--- src/rtl/ayatsuki_bus_fabric_pkg.sv ---
// ayatsuki_bus_fabric_pkg
//   Shared definitions for the system-bus fabric: FSM state encoding, the
//   read-data value returned with an error response, the default bus
//   timeout and a helper that sizes slave-index signals.
package ayatsuki_bus_fabric_pkg;

  typedef enum logic [2:0] {
    ST_IDLE   = 3'd0,
    ST_WAIT_W = 3'd1,
    ST_WAIT_R = 3'd2,
    ST_ERR_W  = 3'd3,
    ST_ERR_R  = 3'd4
  } fab_state_e;

  localparam int   DEFAULT_TIMEOUT = 16;
  // Every bit of m_r_data takes this value on an error response.
  localparam logic ERR_RDATA_BIT   = 1'b0;

  // Width of a slave index; a single-slave fabric still needs one bit.
  function automatic int sel_width(input int n);
    return (n > 1) ? $clog2(n) : 1;
  endfunction

endpackage

--- src/rtl/ayatsuki_bus_fabric_addr_decoder.sv ---
// ayatsuki_bus_fabric_addr_decoder
//   Combinational priority decode of a byte address against the packed
//   base/mask map. Slave i hits when (addr & mask_i) == base_i; on overlap
//   the lowest index wins.
// Ports:
//   addr_i  address to decode
//   hit_o   at least one slave matches
//   idx_o   index of the winning slave (0 when no hit)
module ayatsuki_bus_fabric_addr_decoder
  import ayatsuki_bus_fabric_pkg::*;
#(
  parameter int                      N_SLV    = 4,
  parameter int                      ADDR_W   = 32,
  parameter int                      SEL_W    = 2,
  parameter logic [N_SLV*ADDR_W-1:0] SLV_BASE = '0,
  parameter logic [N_SLV*ADDR_W-1:0] SLV_MASK = '0
) (
  input  logic [ADDR_W-1:0] addr_i,
  output logic              hit_o,
  output logic [SEL_W-1:0]  idx_o
);

  logic [N_SLV-1:0] match;

  generate
    for (genvar gi = 0; gi < N_SLV; gi++) begin : g_match
      assign match[gi] = (addr_i & SLV_MASK[gi*ADDR_W +: ADDR_W])
                         == SLV_BASE[gi*ADDR_W +: ADDR_W];
    end
  endgenerate

  // Scan from the top down so the last assignment is the lowest hit index.
  always_comb begin
    hit_o = |match;
    idx_o = '0;
    for (int i = N_SLV - 1; i >= 0; i--) begin
      if (match[i]) idx_o = SEL_W'(i);
    end
  end

endmodule

--- src/rtl/ayatsuki_bus_fabric.sv ---
// ayatsuki_bus_fabric
//   Interconnect between the core's split read/write port and N_SLV
//   memory-mapped slaves. One transfer is in flight at a time; writes win
//   over reads in IDLE. Slaves insert wait states by holding s_ready low;
//   unmapped addresses and slaves silent for TIMEOUT cycles get an error.
// Ports:
//   clk, rst                        clock, asynchronous active-high reset
//   m_w_enable/m_w_addr/m_w_data    master write request (held until ack)
//   m_r_enable/m_r_addr             master read request (held until ack)
//   m_w_ack, m_r_ack, m_err         completion pulses, error flag with ack
//   m_r_data                        read data, valid with m_r_ack, else 0
//   s_w_enable, s_r_enable          one-hot slave strobes (one cycle)
//   s_addr, s_w_data                shared slave address / write data
//   s_r_data, s_ready               packed slave read data, slave done
module ayatsuki_bus_fabric
  import ayatsuki_bus_fabric_pkg::*;
#(
  parameter int                      N_SLV    = 4,
  parameter int                      ADDR_W   = 32,
  parameter int                      DATA_W   = 32,
  parameter logic [N_SLV*ADDR_W-1:0] SLV_BASE = '0,
  parameter logic [N_SLV*ADDR_W-1:0] SLV_MASK = '0,
  parameter int                      TIMEOUT  = DEFAULT_TIMEOUT
) (
  input  logic                    clk,
  input  logic                    rst,
  input  logic                    m_w_enable,
  input  logic [ADDR_W-1:0]       m_w_addr,
  input  logic [DATA_W-1:0]       m_w_data,
  input  logic                    m_r_enable,
  input  logic [ADDR_W-1:0]       m_r_addr,
  output logic                    m_w_ack,
  output logic                    m_r_ack,
  output logic [DATA_W-1:0]       m_r_data,
  output logic                    m_err,
  output logic [N_SLV-1:0]        s_w_enable,
  output logic [N_SLV-1:0]        s_r_enable,
  output logic [ADDR_W-1:0]       s_addr,
  output logic [DATA_W-1:0]       s_w_data,
  input  logic [N_SLV*DATA_W-1:0] s_r_data,
  input  logic [N_SLV-1:0]        s_ready
);

  localparam int SEL_W = sel_width(N_SLV);
  localparam int CNT_W = $clog2(TIMEOUT);

  fab_state_e          state_q, state_d;
  logic [SEL_W-1:0]    sel_q, sel_d;
  logic [CNT_W-1:0]    cnt_q, cnt_d;
  logic [ADDR_W-1:0]   addr_q, addr_d;
  logic [DATA_W-1:0]   wdata_q, wdata_d;

  logic [DATA_W-1:0]   rdata_arr [N_SLV];
  logic [ADDR_W-1:0]   dec_addr;
  logic                dec_hit;
  logic [SEL_W-1:0]    dec_idx;
  logic                sel_ready;
  logic                timed_out;

  generate
    for (genvar gi = 0; gi < N_SLV; gi++) begin : g_rdata
      assign rdata_arr[gi] = s_r_data[gi*DATA_W +: DATA_W];
    end
  endgenerate

  // One decoder serves both directions; the write address is decoded
  // whenever a write is pending because writes take priority.
  assign dec_addr = m_w_enable ? m_w_addr : m_r_addr;

  ayatsuki_bus_fabric_addr_decoder #(
    .N_SLV    (N_SLV),
    .ADDR_W   (ADDR_W),
    .SEL_W    (SEL_W),
    .SLV_BASE (SLV_BASE),
    .SLV_MASK (SLV_MASK)
  ) u_decoder (
    .addr_i (dec_addr),
    .hit_o  (dec_hit),
    .idx_o  (dec_idx)
  );

  assign sel_ready = s_ready[sel_q];
  assign timed_out = (cnt_q == CNT_W'(TIMEOUT - 1));

  always_ff @(posedge clk or posedge rst) begin
    if (rst) begin
      state_q <= ST_IDLE;
      sel_q   <= '0;
      cnt_q   <= '0;
      addr_q  <= '0;
      wdata_q <= '0;
    end else begin
      state_q <= state_d;
      sel_q   <= sel_d;
      cnt_q   <= cnt_d;
      addr_q  <= addr_d;
      wdata_q <= wdata_d;
    end
  end

  always_comb begin
    state_d    = state_q;
    sel_d      = sel_q;
    cnt_d      = cnt_q;
    addr_d     = addr_q;
    wdata_d    = wdata_q;
    m_w_ack    = 1'b0;
    m_r_ack    = 1'b0;
    m_err      = 1'b0;
    m_r_data   = '0;
    s_w_enable = '0;
    s_r_enable = '0;
    s_addr     = addr_q;
    s_w_data   = wdata_q;

    case (state_q)
      ST_IDLE: begin
        // Requests are not accepted while reset is held so every output
        // stays quiet even if the master keeps its enable asserted.
        if (!rst) begin
          if (m_w_enable) begin
            addr_d   = m_w_addr;
            wdata_d  = m_w_data;
            s_addr   = m_w_addr;
            s_w_data = m_w_data;
            sel_d    = dec_idx;
            cnt_d    = '0;
            if (dec_hit) begin
              s_w_enable[dec_idx] = 1'b1;
              state_d             = ST_WAIT_W;
            end else begin
              state_d = ST_ERR_W;
            end
          end else if (m_r_enable) begin
            addr_d = m_r_addr;
            s_addr = m_r_addr;
            sel_d  = dec_idx;
            cnt_d  = '0;
            if (dec_hit) begin
              s_r_enable[dec_idx] = 1'b1;
              state_d             = ST_WAIT_R;
            end else begin
              state_d = ST_ERR_R;
            end
          end
        end
      end

      ST_WAIT_W, ST_WAIT_R: begin
        // A ready arriving on the last allowed cycle still completes cleanly.
        if (sel_ready || timed_out) begin
          m_w_ack = (state_q == ST_WAIT_W);
          m_r_ack = (state_q == ST_WAIT_R);
          m_err   = !sel_ready;
          if (state_q == ST_WAIT_R) begin
            m_r_data = sel_ready ? rdata_arr[sel_q] : {DATA_W{ERR_RDATA_BIT}};
          end
          state_d = ST_IDLE;
        end else begin
          cnt_d = cnt_q + CNT_W'(1);
        end
      end

      ST_ERR_W: begin
        m_w_ack = 1'b1;
        m_err   = 1'b1;
        state_d = ST_IDLE;
      end

      ST_ERR_R: begin
        m_r_ack  = 1'b1;
        m_err    = 1'b1;
        m_r_data = {DATA_W{ERR_RDATA_BIT}};
        state_d  = ST_IDLE;
      end

      default: state_d = ST_IDLE;
    endcase
  end

endmodule

--- config.mk ---
export PLATFORM = sky130hd
export DESIGN_NAME = ayatsuki_bus_fabric
export DESIGN_NICKNAME = d
export VERILOG_FILES = /design/src/rtl/ayatsuki_bus_fabric_pkg.sv /design/src/rtl/ayatsuki_bus_fabric_addr_decoder.sv /design/src/rtl/ayatsuki_bus_fabric.sv
export SDC_FILE = /design/constraint.sdc
export NUM_CORES = 1
export LEC_CHECK = 0
export CAP_MARGIN = 20
export CORE_AREA = 2 2 133 135
export CTS_CLUSTER_SIZE = 24
export DETAILED_ROUTE_END_ITERATION = 8
export DIE_AREA = 0 0 135 137
export PLACE_DENSITY_LB_ADDON = 0.1
export SYNTH_ARGS = -nofsm -noshare
export SYNTH_HDL_FRONTEND = slang
export SYNTH_SLANG_ARGS = --single-unit
--- constraint.sdc ---
create_clock -name clk -period 3.8 [get_ports clk]
set_input_delay 0.76 -clock clk [delete_from_list [all_inputs] [get_ports clk]]
set_output_delay 0.76 -clock clk [all_outputs]
set_load 0.01 [all_outputs]
==> flow_summary.toml <==
[power]
finalPower_mw = 4.20
power.density_nw_per_um2 = 668
irDropWorstVdd_uv = 240
p_leak_nw = 2.56

[placement]
placed_area_um2 = 5950
dp_slack_ns = 0.266
port_buffers = 233
gp_congestion = 0.731
detailed_place_hpwl_um = 8090
placedCellCount = 719

[yosys]
synth_top_area_share_pct = 52.1
synth_enable_flop_cells = 0
ys.flop_type = "dfrtp_1"
ys_warn_count = 0
synth_seq_cells = 70
synth_top_cell_by_area = "dfrtp_1"
syn_area_um2 = 3360
ys_seq_area_share_pct = 52.1
syn_area_per_cell_um2 = 12.4
async_reset_ff_share_pct = 100
synth_cell_type_count = 35
synthCells = 272
yosys-top-cells-area = "dfrtp_1 52%, and2_1 12%, mux2_2 11%"

[routing]
via_count = 3024
routed_via_density = 4.11
drt_iter0_drc = 80
ant_nets = 0
wl_um = 11100
wl_per_cell_um = 15.1
drtPass1Iterations = 4
drc = 0

[grt]
grt_max_degree = 42
gr-total-overflow = 0
grt_pass1_wl_um = 16600
grt_antenna_before_repair = 0
grt_pass1_vias = 3142
grt_usage_pct = 11.7

[setup_path]
crit_path_end_kind = "primary output"
required_ns = 3.04
max_stage_delay_ns = 0.59
crit_buf_inv = 3
path_max_fanout = 33
worstPathArrival_ns = 2.77
path_delay_family = "buffers and inverters"
critPathLaunchType = "primary input"
crit_chain = "clkdlybuf4s50_1, and4bb_1, buf_12, and2_1, a221o_1, clkdlybuf4s50_1"
path_class = "in -> out"
cpMaxStageDelayCell = "clkdlybuf4s50_1"
cpMostUsedCell = "clkdlybuf4s50_1"

[clock_network]
clock_sinks = 70
postCtsSetupBuffers = 0
cts.path.max_buffers = 2
numCtsBuffers = 9
clkTransAtPathRegs_ns = 0.05
worstSkewPairLatency_ns = 0.33
ctsResizeCount = 0
cts_tree = "done"
root_buffer = "clkbuf_16"
ctsHtreeMaxLevel = 3
hold_buffers = 0

[floorplanning]
die_area_um2 = 18500
initial_utilization_pct = 19.7
die_w_um = 135
io-pin-count = 339
die_y_um = 137
core_um2 = 17100
rows = 48

[sta]
whs_ns = 0.492
fin_crit_sh_pct = 92.8
slew_headroom_pct = 60.7
period_needed_ns = 3.53
worstMarginPinSlew_ns = 0.588
fin_ws_ns = 0.274
tns_ns = 0
fin_worst_skew_ns = 0.00671
report.final.slew_viol_count = 0
rsz0062_at_grt = "no"
setup_viol = 0
max_clock_freq_ghz = 0.284
hold_viol = 0

[hold_path]
holdCritPathClass = "reg -> reg"

[finish]
stdcell_count = 735
diodes = 0
area_delta_synth_final_pct = 87.0
fillCellCount = 1687
mostFrequentLayoutCells = "233 x clkdlybuf4s50_1, 70 x dfrtp_1, 65 x and2_1"
fin_area_um2 = 6280
final_core_utilization_pct = 36.8
drive_gt1_share_pct = 11.6
nNetsFinal = 742
final_common_cell = "clkdlybuf4s50_1"

[run]
drv_cap = 0

[run_status]
run_status = "finished clean"
[logic make-up after synthesis]
family	count (synthesis)	share of synthesized area [%]
adder cells (fa/ha/maj)	5	1.86
flip-flops	70	52.1
multiplexers	35	11.6
other	1	0.112
AO/OA/AOI/OAI	44	12.5
AND/OR/NAND/NOR	85	15.9
buffers and inverters	32	5.88
[synthesized netlist by cell type (2+ instances only)]
| master | n |
|---|---|
| and2_1 | 65 |
| mux2i_1 | 3 |
| ha_1 | 5 |
| nor2b_1 | 2 |
| buf_6 | 7 |
| buf_4 | 6 |
| nand3_1 | 3 |
| inv_1 | 8 |
| dfrtp_1 | 70 |
| buf_2 | 2 |
| clkbuf_1 | 9 |
| nor2_1 | 4 |
| nand2_1 | 3 |
| mux2_2 | 32 |
| a221o_1 | 32 |
| o221ai_1 | 2 |
[worst paths after layout]
kind	from	endpoint	slack, ns	cells after the start
max	rst	s_addr[19]	0.27	6
min	wdata_q[8]	wdata_q[8]	0.49	1
max reg2reg	state_q[0]	cnt_q[2]	1.76	5
min reg2reg	wdata_q[8]	wdata_q[8]	0.49	1
max in group asynchronous	rst	wdata_q[30]	2.36	3
min in group asynchronous	rst	addr_q[28]	0.90	2
[layer usage]
metal,up-vias,part of all wire [%],GRT usage [%]
met5,-,0,0
met4,0,1.2,4.17
met3,7,10,5.04
met2,163,49,19.6
met1,1428,40,13.4
li1,1426,-,-
[sequential cells by signal, summed over array words and instances, names as in the netlist]
signal and count:
cnt_q 4, wdata_q 32, addr_q 32, state_q 2
[layout make-up]
class | instances | area, um^2 | area share, %
sequential | 70 | 1750 | 27.9
multi-input combinational | 175 | 1430 | 22.8
inverter | 8 | 31.3 | 0.498
timing repair buffer | 241 | 2450 | 39.1
clock inverter | 4 | 95.1 | 1.51
tap | 225 | 282 | 4.48
clock buffer | 12 | 236 | 3.76
[power breakdown]
group	switching (mW)	internal [mW]	leakage [nW]	total, mW
Combinational	0.831	1.21	1.54	2.04
Clock	0.313	0.641	0.161	0.954
Sequential	0.106	1.10	0.855	1.21
Power figures use the tool's default switching activity.
==> edit: new RTL, config.mk and constraints unchanged <==
The 5 states of `fab_state_e` get a one-hot encoding in 5 bits.
--- a/src/rtl/ayatsuki_bus_fabric_pkg.sv
+++ b/src/rtl/ayatsuki_bus_fabric_pkg.sv
@@ -5,10 +5,10 @@
 package ayatsuki_bus_fabric_pkg;
 
-  typedef enum logic [2:0] {
-    ST_IDLE   = 3'd0,
-    ST_WAIT_W = 3'd1,
-    ST_WAIT_R = 3'd2,
-    ST_ERR_W  = 3'd3,
-    ST_ERR_R  = 3'd4
+  typedef enum logic [4:0] {
+    ST_IDLE   = 5'b00001,
+    ST_WAIT_W = 5'b00010,
+    ST_WAIT_R = 5'b00100,
+    ST_ERR_W  = 5'b01000,
+    ST_ERR_R  = 5'b10000
   } fab_state_e;
 
Formal check against the unedited RTL: no difference found for any inputs over 4 cycles, from zero or initial values and one cycle with rst high; so few cycles prove little.
==> edit against the unedited design <==
  * Clock skew down 0.0016 ns
  * Highest routed layer unchanged
  * Non-clock buffer count up 5
  * Sequential cell count up 1
  * Area after synthesis up 14%
  * Register-to-register slack better by 0.16 ns
  * Sequential power down 12%
  * Utilization up 2.7 points
  * Critical path depth up 2
  * Power down 21%
  * Wire length up 20%
  * Critical endpoint is now s_w_data[8]
  * Design area up 7.2%
  * Worst setup slack worse by 0.17 ns
  * Critical path type unchanged
  * First-iteration DRC count up 59%
==> edit: results (changes against the unedited design) <==
| Metric | Value |
|---|---|
| Outcome | `finished, final reports clean` |
| Share of cells above drive strength 1 | `12.5% (+0.89 points)` |
| Overall Global Routing Usage | `14.1% (+2.4 points)` |
| Post-synth top cells | `dfrtp_1 (70), nor2_1 (34), and2_1 (33)` |
| Crit Path Max Fanout | `16 (-52%)` |
| Post-CTS Repair Setup Buffers | `0 (unchanged)` |
| Clock slew at reported path FFs | `0.06 ns` |
| Switching part of the total | `28.9% (-0.84 points)` |
| Vias | `3658 (+21%)` |
| CTS Buf Count | `9 (unchanged)` |
| Crit path kind | `in -> out` |
| Met1 WL | `5.82 mm (+31%)` |
| Routed met3 length | `1.24 mm (+9.0%)` |
| RR Endpoint | `cnt_q[1]` |
| Crit-path max cell delay | `0.51 ns (-0.08 ns)` |
| Slowest CP cell | `clkdlybuf4s50_1` |
| H-tree depth | `3 (unchanged)` |
| M2 GR Usage | `22.6% (+3.0 points)` |
| R2R cell count | `4 (-1)` |
| Sequential-to-total area share from yosys stat | `46.5% (-5.7 points)` |
| Hold path startpoint | `wdata_q[18]` |
| Fillcell total | `1649 (-2.3%)` |
| Worst reg2reg startpoint | `state_q[0]` |
| VDD IR max | `0.243 mV (+1.2%)` |
| Port bufs | `233 (unchanged)` |
| DPL Wire Length | `9.46 mm (+17%)` |
| Synth area leaders | `dfrtp_1 (46%), o221a_2 (9.1%), mux2_1 (8.5%), and2_1 (5.4%), a31oi_1 (5.2%)` |
| Rel. slew slack | `60.6% (-0.14 points)` |
| Final nets | `823 (+11%)` |
| Yosys cell types | `40 (+14%)` |
| Root Buffer | `clkbuf_16` |
| Pin count of the biggest net entering global routing | `51 (+21%)` |
| Via count of the first global-routing pass | `3717 (+18%)` |
| Ys Warns | `0 (unchanged)` |
| Initial DRC count | `127 (+59%)` |
| M1 GR Usage | `17.2% (+3.8 points)` |
| Async SR Flop Fraction | `100% (unchanged)` |
| First-pass GRT wire length | `20.1 mm (+21%)` |
| Tcrit/Tclk final | `97.2% (+4.4 points)` |
| Post-DR wirelength/cell | `16.3 µm (+7.4%)` |
| Routability Congestion | `0.723 (-1.0%)` |
| Worst Hold Depth | `1 (unchanged)` |
| Top layer in use | `met4` |
| Crit path DAT | `2.93 ns (+0.16 ns)` |
| Worst Clk Skew | `0.00511 ns (-0.00160 ns)` |
| Top delay family on crit path | `buffers and inverters` |
| P_leak | `2.81 nW (+9.7%)` |
| DR WL met2 | `6.01 mm (+11%)` |
| N_diodes | `0 (unchanged)` |
| DRT Pass-1 Iters | `4 (unchanged)` |
| Met3 GRT Util | `5.48% (+0.44 points)` |
| CTS Buffer Depth | `2 (unchanged)` |
| Worst slack, placed | `0.109 ns (-0.157 ns)` |
| Hold WS | `0.478 ns (-0.0135 ns)` |
| Hold Path End | `wdata_q[18]` |
| Hold crit path type | `reg -> reg` |
| FF-to-FF setup slack | `1.92 ns (+0.16 ns)` |
edit: worst reg2reg max path, cell delays in order (launching register included):
cell	delay (ns)
dfstp_2	0.65
or4b_4	0.54
buf_12	0.17
o32a_4	0.20
a32o_1	0.21
edit: repair_timing:
action                     CTS  global route
hold endpoints to repair     0             0
setup endpoints to repair    0             6
resized for setup            0             2
edit: power by group through the flow:
stage / registers (W) / logic (W) / clock network (W)
floorplan: 0.00105 / 0.000660 / 0
global placement: 0.00107 / 0.00135 / 0
detailed placement: 0.00108 / 0.00136 / 0
CTS: 0.00107 / 0.00137 / 0.000949
global route: 0.00110 / 0.00146 / 0.000979
finish: 0.00107 / 0.00136 / 0.000907
edit: logic make-up after synthesis:
family	count (synthesis)	synth area share, %
compound gates	75	17.2
xor+xnor	1	0.229
fa+ha+maj	1	0.327
buf+inv	67	8.40
flops	71	46.5
mux	34	9.97
other cells	1	0.0980
simple gates	112	17.3
edit: through the flow:
step           instances  cell area (µm²)  power [W]
6_report             819             6740    0.00333
5_1_grt              819             6740    0.00354
4_1_cts              818             6710    0.00339
3_5_place_dp         803             6400    0.00244
3_3_place_gp         803             6400    0.00242
2_1_floorplan        367             3850    0.00171
edit: area by class of cell:
type                            instances  area (µm²)  area share, %
Multi-Input combinational cell        229        1750           25.9
Timing Repair Buffer                  246        2500           37.1
Clock inverter                          6        86.3           1.28
Inverter                               33         124           1.84
Clock buffer                            9         225           3.34
Tap cell                              225         282           4.18
Sequential cell                        71        1780           26.4
edit: worst max-delay path by stage:
stage               startpoint      endpoint
global route               rst   s_w_data[8]
detailed placement         rst   s_w_data[6]
global placement           rst   s_w_data[6]
floorplan                  rst  s_w_data[22]
finish                     rst   s_w_data[8]
CTS                        rst   s_w_data[6]
